<file path="src/rtl/snl_pkg.sv">
// Shared types and board constants for the snakes-and-ladders turn controller.
package snl_pkg;

    localparam int unsigned POS_W           = 6;
    localparam int unsigned SUM_W           = 7;
    localparam int unsigned DICE_W          = 3;
    localparam int unsigned WIN_W           = 2;
    localparam int unsigned DEFAULT_LAST_SQ = 49;

    localparam logic [POS_W-1:0] LADDER_A_FROM = 6'd5;
    localparam logic [POS_W-1:0] LADDER_A_TO   = 6'd35;
    localparam logic [POS_W-1:0] LADDER_B_FROM = 6'd20;
    localparam logic [POS_W-1:0] LADDER_B_TO   = 6'd30;
    localparam logic [POS_W-1:0] SNAKE_A_FROM  = 6'd36;
    localparam logic [POS_W-1:0] SNAKE_A_TO    = 6'd17;
    localparam logic [POS_W-1:0] SNAKE_B_FROM  = 6'd38;
    localparam logic [POS_W-1:0] SNAKE_B_TO    = 6'd9;
    localparam logic [POS_W-1:0] SNAKE_C_FROM  = 6'd48;
    localparam logic [POS_W-1:0] SNAKE_C_TO    = 6'd38;

    localparam logic [WIN_W-1:0] WIN_NONE = 2'd0;
    localparam logic [WIN_W-1:0] WIN_P1   = 2'd1;
    localparam logic [WIN_W-1:0] WIN_P2   = 2'd2;

    typedef enum logic [2:0] {
        ST_IDLE      = 3'd0,
        ST_WAIT_DICE = 3'd1,
        ST_MOVE      = 3'd2,
        ST_APPLY     = 3'd3,
        ST_DONE      = 3'd4
    } state_t;

    typedef enum logic [1:0] {
        EV_PLAIN  = 2'd0,
        EV_LADDER = 2'd1,
        EV_SNAKE  = 2'd2,
        EV_BOUNCE = 2'd3
    } move_event_t;

    // Only faces 1..6 are playable; 0 and 7 are consumed and dropped.
    function automatic logic dice_legal(input logic [DICE_W-1:0] d);
        return (d != DICE_W'(0)) && (d != DICE_W'(7));
    endfunction

endpackage

</file>
<file path="src/rtl/snl_board_map.sv">
// Combinational board lookup: maps a landing square through at most one snake or ladder.
module snl_board_map
    import snl_pkg::*;
(
    input  logic [POS_W-1:0] square,
    output logic [POS_W-1:0] mapped,
    output logic             snake,
    output logic             ladder
);

    always_comb begin
        mapped = square;
        snake  = 1'b0;
        ladder = 1'b0;
        case (square)
            LADDER_A_FROM: begin mapped = LADDER_A_TO; ladder = 1'b1; end
            LADDER_B_FROM: begin mapped = LADDER_B_TO; ladder = 1'b1; end
            SNAKE_A_FROM:  begin mapped = SNAKE_A_TO;  snake  = 1'b1; end
            SNAKE_B_FROM:  begin mapped = SNAKE_B_TO;  snake  = 1'b1; end
            SNAKE_C_FROM:  begin mapped = SNAKE_C_TO;  snake  = 1'b1; end
            default: ;
        endcase
    end

endmodule

</file>
<file path="src/rtl/snl_turn_controller.sv">
// Two-player snakes-and-ladders turn sequencer: dice handshake, move, board map, win detect.
module snl_turn_controller
    import snl_pkg::*;
#(
    parameter logic        FIRST_PLAYER = 1'b1,
    parameter int unsigned LAST_SQ      = DEFAULT_LAST_SQ
) (
    input  logic              clk,
    input  logic              reset,
    input  logic              start_game,
    input  logic              dice_valid,
    input  logic [DICE_W-1:0] dice_val,
    output logic              dice_ready,
    output logic              player_turn,
    output logic [POS_W-1:0]  p1_position,
    output logic [POS_W-1:0]  p2_position,
    output logic              move_valid,
    output logic [1:0]        move_event,
    output logic              game_over,
    output logic [WIN_W-1:0]  winner
);

    state_t              state, state_nxt;
    logic [DICE_W-1:0]   dice_q, dice_nxt;
    logic [POS_W-1:0]    landing_q, landing_nxt;
    logic                bounce_q, bounce_nxt;
    logic [POS_W-1:0]    p1_nxt, p2_nxt;
    logic                turn_nxt, ready_nxt, mv_nxt, over_nxt;
    logic [1:0]          event_nxt;
    logic [WIN_W-1:0]    winner_nxt;
    logic [POS_W-1:0]    cur_pos;
    logic [SUM_W-1:0]    sum;
    logic [POS_W-1:0]    map_sq;
    logic                map_snake, map_ladder;

    snl_board_map u_board_map (
        .square (landing_q),
        .mapped (map_sq),
        .snake  (map_snake),
        .ladder (map_ladder)
    );

    // State and registered outputs
    always_ff @(posedge clk or posedge reset) begin
        if (reset) begin
            state       <= ST_IDLE;
            dice_q      <= '0;
            landing_q   <= '0;
            bounce_q    <= 1'b0;
            p1_position <= '0;
            p2_position <= '0;
            player_turn <= FIRST_PLAYER;
            dice_ready  <= 1'b0;
            move_valid  <= 1'b0;
            move_event  <= 2'(EV_PLAIN);
            game_over   <= 1'b0;
            winner      <= WIN_NONE;
        end else begin
            state       <= state_nxt;
            dice_q      <= dice_nxt;
            landing_q   <= landing_nxt;
            bounce_q    <= bounce_nxt;
            p1_position <= p1_nxt;
            p2_position <= p2_nxt;
            player_turn <= turn_nxt;
            dice_ready  <= ready_nxt;
            move_valid  <= mv_nxt;
            move_event  <= event_nxt;
            game_over   <= over_nxt;
            winner      <= winner_nxt;
        end
    end

    // Next-state and next-output decode
    always_comb begin
        state_nxt   = state;
        dice_nxt    = dice_q;
        landing_nxt = landing_q;
        bounce_nxt  = bounce_q;
        p1_nxt      = p1_position;
        p2_nxt      = p2_position;
        turn_nxt    = player_turn;
        mv_nxt      = 1'b0;
        event_nxt   = move_event;
        over_nxt    = game_over;
        winner_nxt  = winner;
        cur_pos     = player_turn ? p1_position : p2_position;
        sum         = SUM_W'(cur_pos) + SUM_W'(dice_q);

        case (state)
            ST_IDLE: begin
                if (start_game) state_nxt = ST_WAIT_DICE;
            end
            ST_WAIT_DICE: begin
                // Pause takes priority over a dice offer in the same cycle.
                if (!start_game) begin
                    state_nxt = ST_IDLE;
                end else if (dice_valid && dice_legal(dice_val)) begin
                    dice_nxt  = dice_val;
                    state_nxt = ST_MOVE;
                end
            end
            ST_MOVE: begin
                if (sum > SUM_W'(LAST_SQ)) begin
                    landing_nxt = cur_pos;
                    bounce_nxt  = 1'b1;
                end else begin
                    landing_nxt = POS_W'(sum);
                    bounce_nxt  = 1'b0;
                end
                state_nxt = ST_APPLY;
            end
            ST_APPLY: begin
                if (player_turn) p1_nxt = map_sq;
                else             p2_nxt = map_sq;
                mv_nxt = 1'b1;
                if (bounce_q)        event_nxt = 2'(EV_BOUNCE);
                else if (map_snake)  event_nxt = 2'(EV_SNAKE);
                else if (map_ladder) event_nxt = 2'(EV_LADDER);
                else                 event_nxt = 2'(EV_PLAIN);
                if (map_sq == POS_W'(LAST_SQ)) begin
                    over_nxt   = 1'b1;
                    winner_nxt = player_turn ? WIN_P1 : WIN_P2;
                    state_nxt  = ST_DONE;
                end else begin
                    turn_nxt  = ~player_turn;
                    state_nxt = ST_WAIT_DICE;
                end
            end
            ST_DONE: state_nxt = ST_DONE;
            default: state_nxt = ST_IDLE;
        endcase

        ready_nxt = (state_nxt == ST_WAIT_DICE);
    end

endmodule

</file>
<file path="config.mk">
export PLATFORM = sky130hd
export DESIGN_NAME = snl_turn_controller
export DESIGN_NICKNAME = d
export VERILOG_FILES = /design/src/rtl/snl_pkg.sv /design/src/rtl/snl_board_map.sv /design/src/rtl/snl_turn_controller.sv
export SDC_FILE = /design/constraint.sdc
export NUM_CORES = 1
export LEC_CHECK = 0
export CAP_MARGIN = 0
export CORE_AREA = 2 2 78 80
export DETAILED_ROUTE_END_ITERATION = 8
export DIE_AREA = 0 0 80 82
export GPL_TIMING_DRIVEN = 0
export HOLD_SLACK_MARGIN = 0.08
export MAX_ROUTING_LAYER = met4
export PLACE_DENSITY = 0.57
export RECOVER_POWER = 100
export SYNTH_ARGS = -nofsm -noshare
export SYNTH_HDL_FRONTEND = slang
export SYNTH_SLANG_ARGS = --single-unit
</file>
<file path="constraint.sdc">
create_clock -name clk -period 2.91 [get_ports clk]
set_input_delay 0.582 -clock clk [delete_from_list [all_inputs] [get_ports clk]]
set_output_delay 0.582 -clock clk [all_outputs]
set_load 0.02 [all_outputs]
</file>
==> results by group, run 1 <==
Floorplan
  • Die area: 6560 sq um
  • Die height: just over 80 um
  • Initial cell density of the core: 32.69%
  • Die X: ~80 um
  • Row cnt: 28
  • Number of I/O pins: 27
  • Area of the core: roughly 5700 sq um

STA
  • Minimum clock period: ~2.8 ns
  • Fmax: roughly 350 MHz
  • Ratio of final minimum period to clock period: 96.89%
  • Final setup vio count: 0
  • Clock Skews: 0.009543 ns
  • Slew Limit Fails: 0
  • Worst slew pin tran: 1.237 ns
  • Relative slew margins: 17.45%
  • Final hold viol count: 0
  • Hold slack: 0.4649 ns

Critical path
  • CP Data Arrival Time: 2.98 ns
  • R2r setup slk: 0.09 ns
  • R2R Path End: landing_q[0]
  • Crit-path max FO: 6
  • Slowest cell on the critical path: dfstp_2
  • Cell breakdown of the critical path: mux2_4 -> ha_4 -> fa_2 -> xor2_4 -> buf_6 -> nor2_2 -> a311o_2 -> a31oi_4 -> o31ai_1
  • Cell family with most CP delay: compound AO/OA/AOI/OAI gates
  • Worst R2R Start: player_turn
  • Reg2Reg Depth: 9
  • Crit path kind: flip-flop to flip-flop
  • Max incr delay on CP: 0.60 ns
  • WP buf/inv: 1
  • Data required time of the worst path: just over 3 ns
  • Crit. End Element: flip-flop
  • Setup crit start kind: flip-flop

Global route
  • Vias in the first global route: about 1,500
  • Tot GR Track Use: 14.65%
  • Largest net degree at the start of global routing: 34
  • Grt ovf: 0
  • Antenna violations before repair: 0
  • First-pass GRT wire length: 7.176 mm

Placement
  • Placed cell count: 297
  • Area post-placement: between 2000 and 2500 sq um
  • Port buffer count: 26
  • Post-DP HPWL: 3.083 mm
  • Final GP Congestion: roughly 0.8

Drt
  • Wire per inst: around 14 um
  • Drt first pass iters: 6
  • Routed Antenna Nets: 0
  • Vias per inst: 5.089
  • Drc violations: 0
  • Final wirelength: ~4.3 mm
  • Detailed Route Iter0 Violations: 84
  • Detailed-route via count: ~1,600

Cells and area
  • Area occupied by registers: about 830 sq um
  • Final nets: about 250
  • Finished Cell Area: 2527 sq um
  • Final Core Density: around 44%
  • Area occupied by multi-input gates: approximately 1100 sq um
  • Area Overhead vs Synth: 34.58%
  • Cell Count, Final, Fillers Out: ~310
  • ANT cells: 0
  • Layout cell share with drive strength beyond 1: about a quarter
  • Fill count: about 570

Logic synthesis
  • Avg Inst Size Synth: ~9.6 sq um
  • Area leader, netlist: dfrtp_1
  • Yosys warnings: 0
  • Synth Cell Area: about 1900 sq um
  • Post-synthesis sequential area ratio: 44.04%
  • Synth area leaders: dfrtp_1 (43%), o21ai_0 (6.1%), mux2_2 (5.4%)
  • Synthesis-stage register bit count: 33
  • Synth top area share: about 43%
  • Main synth FF type: dfrtp_1
  • Post-Synthesis Cells: ~200
  • EDFF count, synth: 0
  • Distinct cells, synth: 50
  • Post-synth ARST share: between 90% and 100%
  • Synthesized Nets: 207

Clock network
  • Clock Sinks: 33
  • CTS tree: built
  • Worst-path clk slew: around 0.07 ns
  • CTS Root Cell: clkbuf_8
  • H-tree Lvls: 2
  • Cts hold-fix bufs: 0
  • Clk_lat worst skew: ~0.28 ns
  • Number of buffers created by CTS: 5
  • Max clock buf depth: 2

Min path
  • Min-delay worst type: flip-flop to flip-flop
  • Worst hold endpoint: game_over
  • Hold path start: game_over
  • Hold path cells: 1

Run
  • Max cap viols: 0

Power and ir drop
  • Cell Pwr Density: roughly 1000 nW/um^2
  • Total power: ~2.6 mW
  • Leak: roughly 1.1 nW
  • Maximum VDD drop: approximately 0.00042 V

Run status
  • Status: finished clean
## cells in the mapped netlist (all sizes together), types with 2 or more instances
cell / instances
nor4: 2
xor2: 3
nand2: 27
nor2: 9
nor2b: 2
o32ai: 2
o41ai: 2
mux2i: 6
buf: 7
inv: 6
o21ai: 23
or2: 3
nand3b: 2
a21oi: 8
o211ai: 2
a21o: 3
a211oi: 2
dfrtp: 32
mux2: 9
a31oi: 7
o31ai: 3
or3b: 2
clkbuf: 6
ha: 3
nand2b: 4
nor3: 4
## metrics by stage
step,TNS [ns],setup slack [ns]
3_5_place_dp,-0.5174,-0.1772
4_1_cts,-0.0006055,-0.0006055
2_1_floorplan,0,0.01073
3_3_place_gp,-0.6056,-0.1822
6_report,0,0.09053
5_1_grt,-0.001499,-0.001499
## report_power, final
| group | total [mW] | switching (mW) | internal, mW |
|---|---|---|---|
| Combinational | 1.50 | 0.821 | 0.682 |
| Sequential | 0.684 | 0.0942 | 0.590 |
| Clock | 0.439 | 0.160 | 0.279 |
| Total | 2.63 | 1.08 | 1.55 |
## worst register-to-register path, delay by kind of cell (launching register included)
| family | cells | cell delay (ns) |
|---|---|---|
| AOI/OAI and AO/OA | 3 | 0.75 |
| DFF | 1 | 0.60 |
| adders and majority gates | 2 | 0.59 |
| muxes | 1 | 0.35 |
| xor gates and xnor gates | 1 | 0.24 |
| buffers and inverters | 1 | 0.13 |
| and+or+nand+nor | 1 | 0.04 |
## cell families (layout without fill, tap and decap cells)
family	after synthesis	in the layout	synth area share, %
compound gates	59	59	20.32
xor+xnor	4	4	2.266
buf+inv	19	62	5.196
mux	15	15	8.595
fa+ha+maj	4	4	3.065
flops	33	33	44.04
simple gates	62	62	16.52
## registers in the layout, summed over array words and instances (netlist names)
register,count
state,3
move_valid,1
player_turn,1
move_event,2
bounce_q,1
game_over,1
dice_ready,1
landing_q,6
dice_q,3
p2_position,6
winner,2
p1_position,6
## area by class of cell
cell class / count / share of cell area [%]
Multi-Input combinational cell: 144 / 42.03
Sequential cell: 33 / 32.72
Timing Repair Buffer: 36 / 13.42
Tap cell: 75 / 3.713
Clock buffer: 7 / 3.416
Buffer: 12 / 2.624
Clock inverter: 1 / 1.188
Inverter: 6 / 0.8911
## worst max path at each step
stage	end	depth (start not counted)	startpoint
after detailed placement	landing_q[0]	9	player_turn
after CTS	landing_q[0]	9	player_turn
after floorplan	landing_q[2]	9	player_turn
final	landing_q[0]	9	player_turn
after global placement	landing_q[0]	9	player_turn
after global routing	landing_q[0]	10	player_turn
## timing repair
item	in CTS	in global routing
gates cloned	0	0
setup endpoints to repair	5	5
resized for setup	6	12
buffers inserted	5	5
pin swaps	5	13
## cell usage in the layout, fill, tap and decap left out, types with 3 or more instances in the layout
cell type	instances
mux2_2	8
buf_6	3
buf_4	10
a21oi_1	6
nor3_1	4
clkbuf_8	6
clkbuf_1	8
o31ai_1	3
nor2_1	8
nand2b_1	3
inv_1	6
dlygate4sd3_1	22
o21ai_0	22
nand2_1	27
mux2i_1	6
dfrtp_1	32
clkdlybuf4s50_1	4
a31oi_1	5
## metal layers
metal | vias up | GRT usage, % | part of all wire [%]
li1 | 796 | - | -
met3 | 7 | 2.967 | 3.5
met4 | 0 | 6.949 | 1.3
met1 | 758 | 18.16 | 47
met2 | 37 | 23.00 | 48
met5 | - | - | 0
Power figures use the tool's default switching activity.
==> run 2, diff against run 1 <==
- GPL_TIMING_DRIVEN: 0 -> not set
==> run 2 against run 1 <==
- the run now ends with capacitance limit, slew limit left
- highest routed layer unchanged
- fmax increased by 1.2%
- clock power up 2%
- sequential share of layout area increased by 2.2 points
==> results by group, run 2 (synthesis gave the netlist of run 1 again) <==
Cells and area
  • Commonest non-fill, non-tap cell in the layout: dfrtp_1
  • Area Overhead vs Synth: 26.05%
  • Largest regs: landing_q: 6 flops, p1_position: 6 flops, p2_position: 6 flops
  • Most frequent cells in the layout: dfrtp_1 (32), nand2_1 (27), o21ai_0 (23)
  • Final nets: roughly 230
  • Layout cell share with drive strength beyond 1: a little under a fifth
  • ANT cells: 0
  • Finished Cell Area: roughly 2400 sq um

Floorplan
  • Row cnt: 28
  • Number of I/O pins: 27
  • Die area: 6560 sq um
  • Die X: approximately 80 um
  • Die height: ~80 um
  • Area of the core: 5746 sq um
  • Initial cell density of the core: ~33%

Run status
  • Failing checks: capacitance limit, slew limit
  • Status: complete, but fails checks

Placement
  • Post-DP HPWL: slightly below 3 mm
  • Final GP Congestion: 0.8477
  • Pre-CTS setup slack: 0.1179 ns
  • Area post-placement: ~2200 sq um
  • Port buffer count: 26

Clock network
  • Clock Sinks: 33
  • CTS tree: built
  • Max clock buf depth: 2
  • CTS Root Cell: clkbuf_8
  • Clk_lat worst skew: between 0.2 and 0.3 ns
  • Cts hold-fix bufs: 0
  • H-tree Lvls: 2
  • Number of buffers created by CTS: 5
  • Worst-path clk slew: around 0.07 ns

Critical path
  • R2R Path End: landing_q[1]
  • Reg2Reg Depth: 8
  • Setup crit start kind: flip-flop
  • Data required time of the worst path: around 3 ns
  • Cell family with most CP delay: adder cells
  • Cell breakdown of the critical path: mux2_4 -> ha_2 -> fa_2 -> a21oi_4 -> o211ai_1 -> or4_4 -> a31oi_1 -> o31ai_1
  • Crit. End Element: flip-flop
  • WP buf/inv: 0
  • Crit-path max FO: 5
  • Worst R2R Start: player_turn
  • Max incr delay on CP: around 0.59 ns
  • Crit path kind: flip-flop to flip-flop
  • CP Data Arrival Time: 2.94 ns
  • R2r setup slk: 0.13 ns
  • Slowest cell on the critical path: dfstp_2

Power and ir drop
  • Maximum VDD drop: 0.0003785 V
  • Leak: approximately 1.0 nW
  • Cell Pwr Density: slightly above 1000 nW/um^2

STA
  • Relative slew margins: -16.43%
  • Worst slew pin tran: approximately 1.7 ns
  • Final WS setup: ~0.13 ns
  • Ratio of final minimum period to clock period: between 90% and 100%
  • Slew Limit Fails: 34
  • Final hold viol count: 0
  • TNS Setup: 0 ns
  • Final setup vio count: 0
  • Minimum clock period: between 2 and 3 ns
  • Fmax: 359.1 MHz
  • Clock Skews: around 0.0086 ns

Global route
  • Vias in the first global route: around 1,400
  • Tot GR Track Use: between 10% and 20%
  • Grt ovf: 0
  • Antenna violations before repair: 0
  • First-pass GRT wire length: between 6 and 7 mm
  • Largest net degree at the start of global routing: 34

Run
  • Max cap viols: 1

Drt
  • Drt first pass iters: 4
  • Final wirelength: about 4 mm
  • Routed Antenna Nets: 0
  • Detailed-route via count: ~1,500
  • Vias per inst: 5.064
  • Wire per inst: between 10 and 15 um
  • Detailed Route Iter0 Violations: about 130
  • Drc violations: 0

Min path
  • Worst hold endpoint: game_over
  • Min-delay worst type: flip-flop to flip-flop
  • Hold path cells: 1
  • Hold path start: game_over
-- run 2: metrics by stage --
stage               power (mW)  std cells  hold WS, ns  util (%)
floorplan                1.572        196       0.4675         -
detailed placement       1.897        290       0.4575     38.44
global placement         1.886        290       0.4521     38.44
global route             2.575        299       0.5075     41.20
CTS                      2.350        298       0.4801     40.53
finish                   2.385        299       0.4647     41.20
-- run 2: layout make-up --
cell class                 instances  area (sq um)
clock buffer                       6         82.58
clock inverter                     2         37.54
fill                             590          3378
inverter                           6         22.52
multi-input combinational        144         998.5
sequential                        33         827.0
tap                               75         93.84
timing repair buffer              33         305.3
-- run 2: how the worst max path moves through the flow --
stage	startpoint	to	slack, ns	cells after the start
CTS	player_turn	landing_q[2]	0.10	8
global route	player_turn	landing_q[0]	-0.01	8
detailed placement	player_turn	landing_q[2]	0.12	8
floorplan	player_turn	landing_q[2]	0.01	9
global placement	player_turn	landing_q[2]	0.17	8
finish	player_turn	landing_q[1]	0.13	8
-- run 2: power by group --
part / switching (mW) / total [mW] / leakage [nW] / internal, mW
combinational: 0.661 / 1.19 / 0.542 / 0.527
clock: 0.170 / 0.449 / 0.0574 / 0.278
sequential: 0.160 / 0.749 / 0.435 / 0.589
-- run 2: worst register-to-register path: stages, from the launching register on --
cell	delay, ns
dfstp_2	0.59
mux2_4	0.33
ha_2	0.19
fa_2	0.44
a21oi_4	0.21
o211ai_1	0.16
or4_4	0.47
a31oi_1	0.18
o31ai_1	0.08
-- run 2: repair_timing --
action	4_1_cts	5_1_grt
endpoints found under the setup margin	0	4
resized for setup	0	7
buffers inserted	0	1
-- run 2: metal layers --
metal  GRT usage [%]  part of all wire (%)  up-vias
li1                -                     -      761
met1           18.49                    48      712
met2           20.50                    45       35
met3           3.626                   4.8        6
met4           5.085                   1.6        0
met5               -                     0        -
==> run 3, diff against run 2 <==
- CTS_CLUSTER_SIZE: not set -> 16
==> results of run 3 <==
Final layout, timing and power as in run 2 (identical DEF).
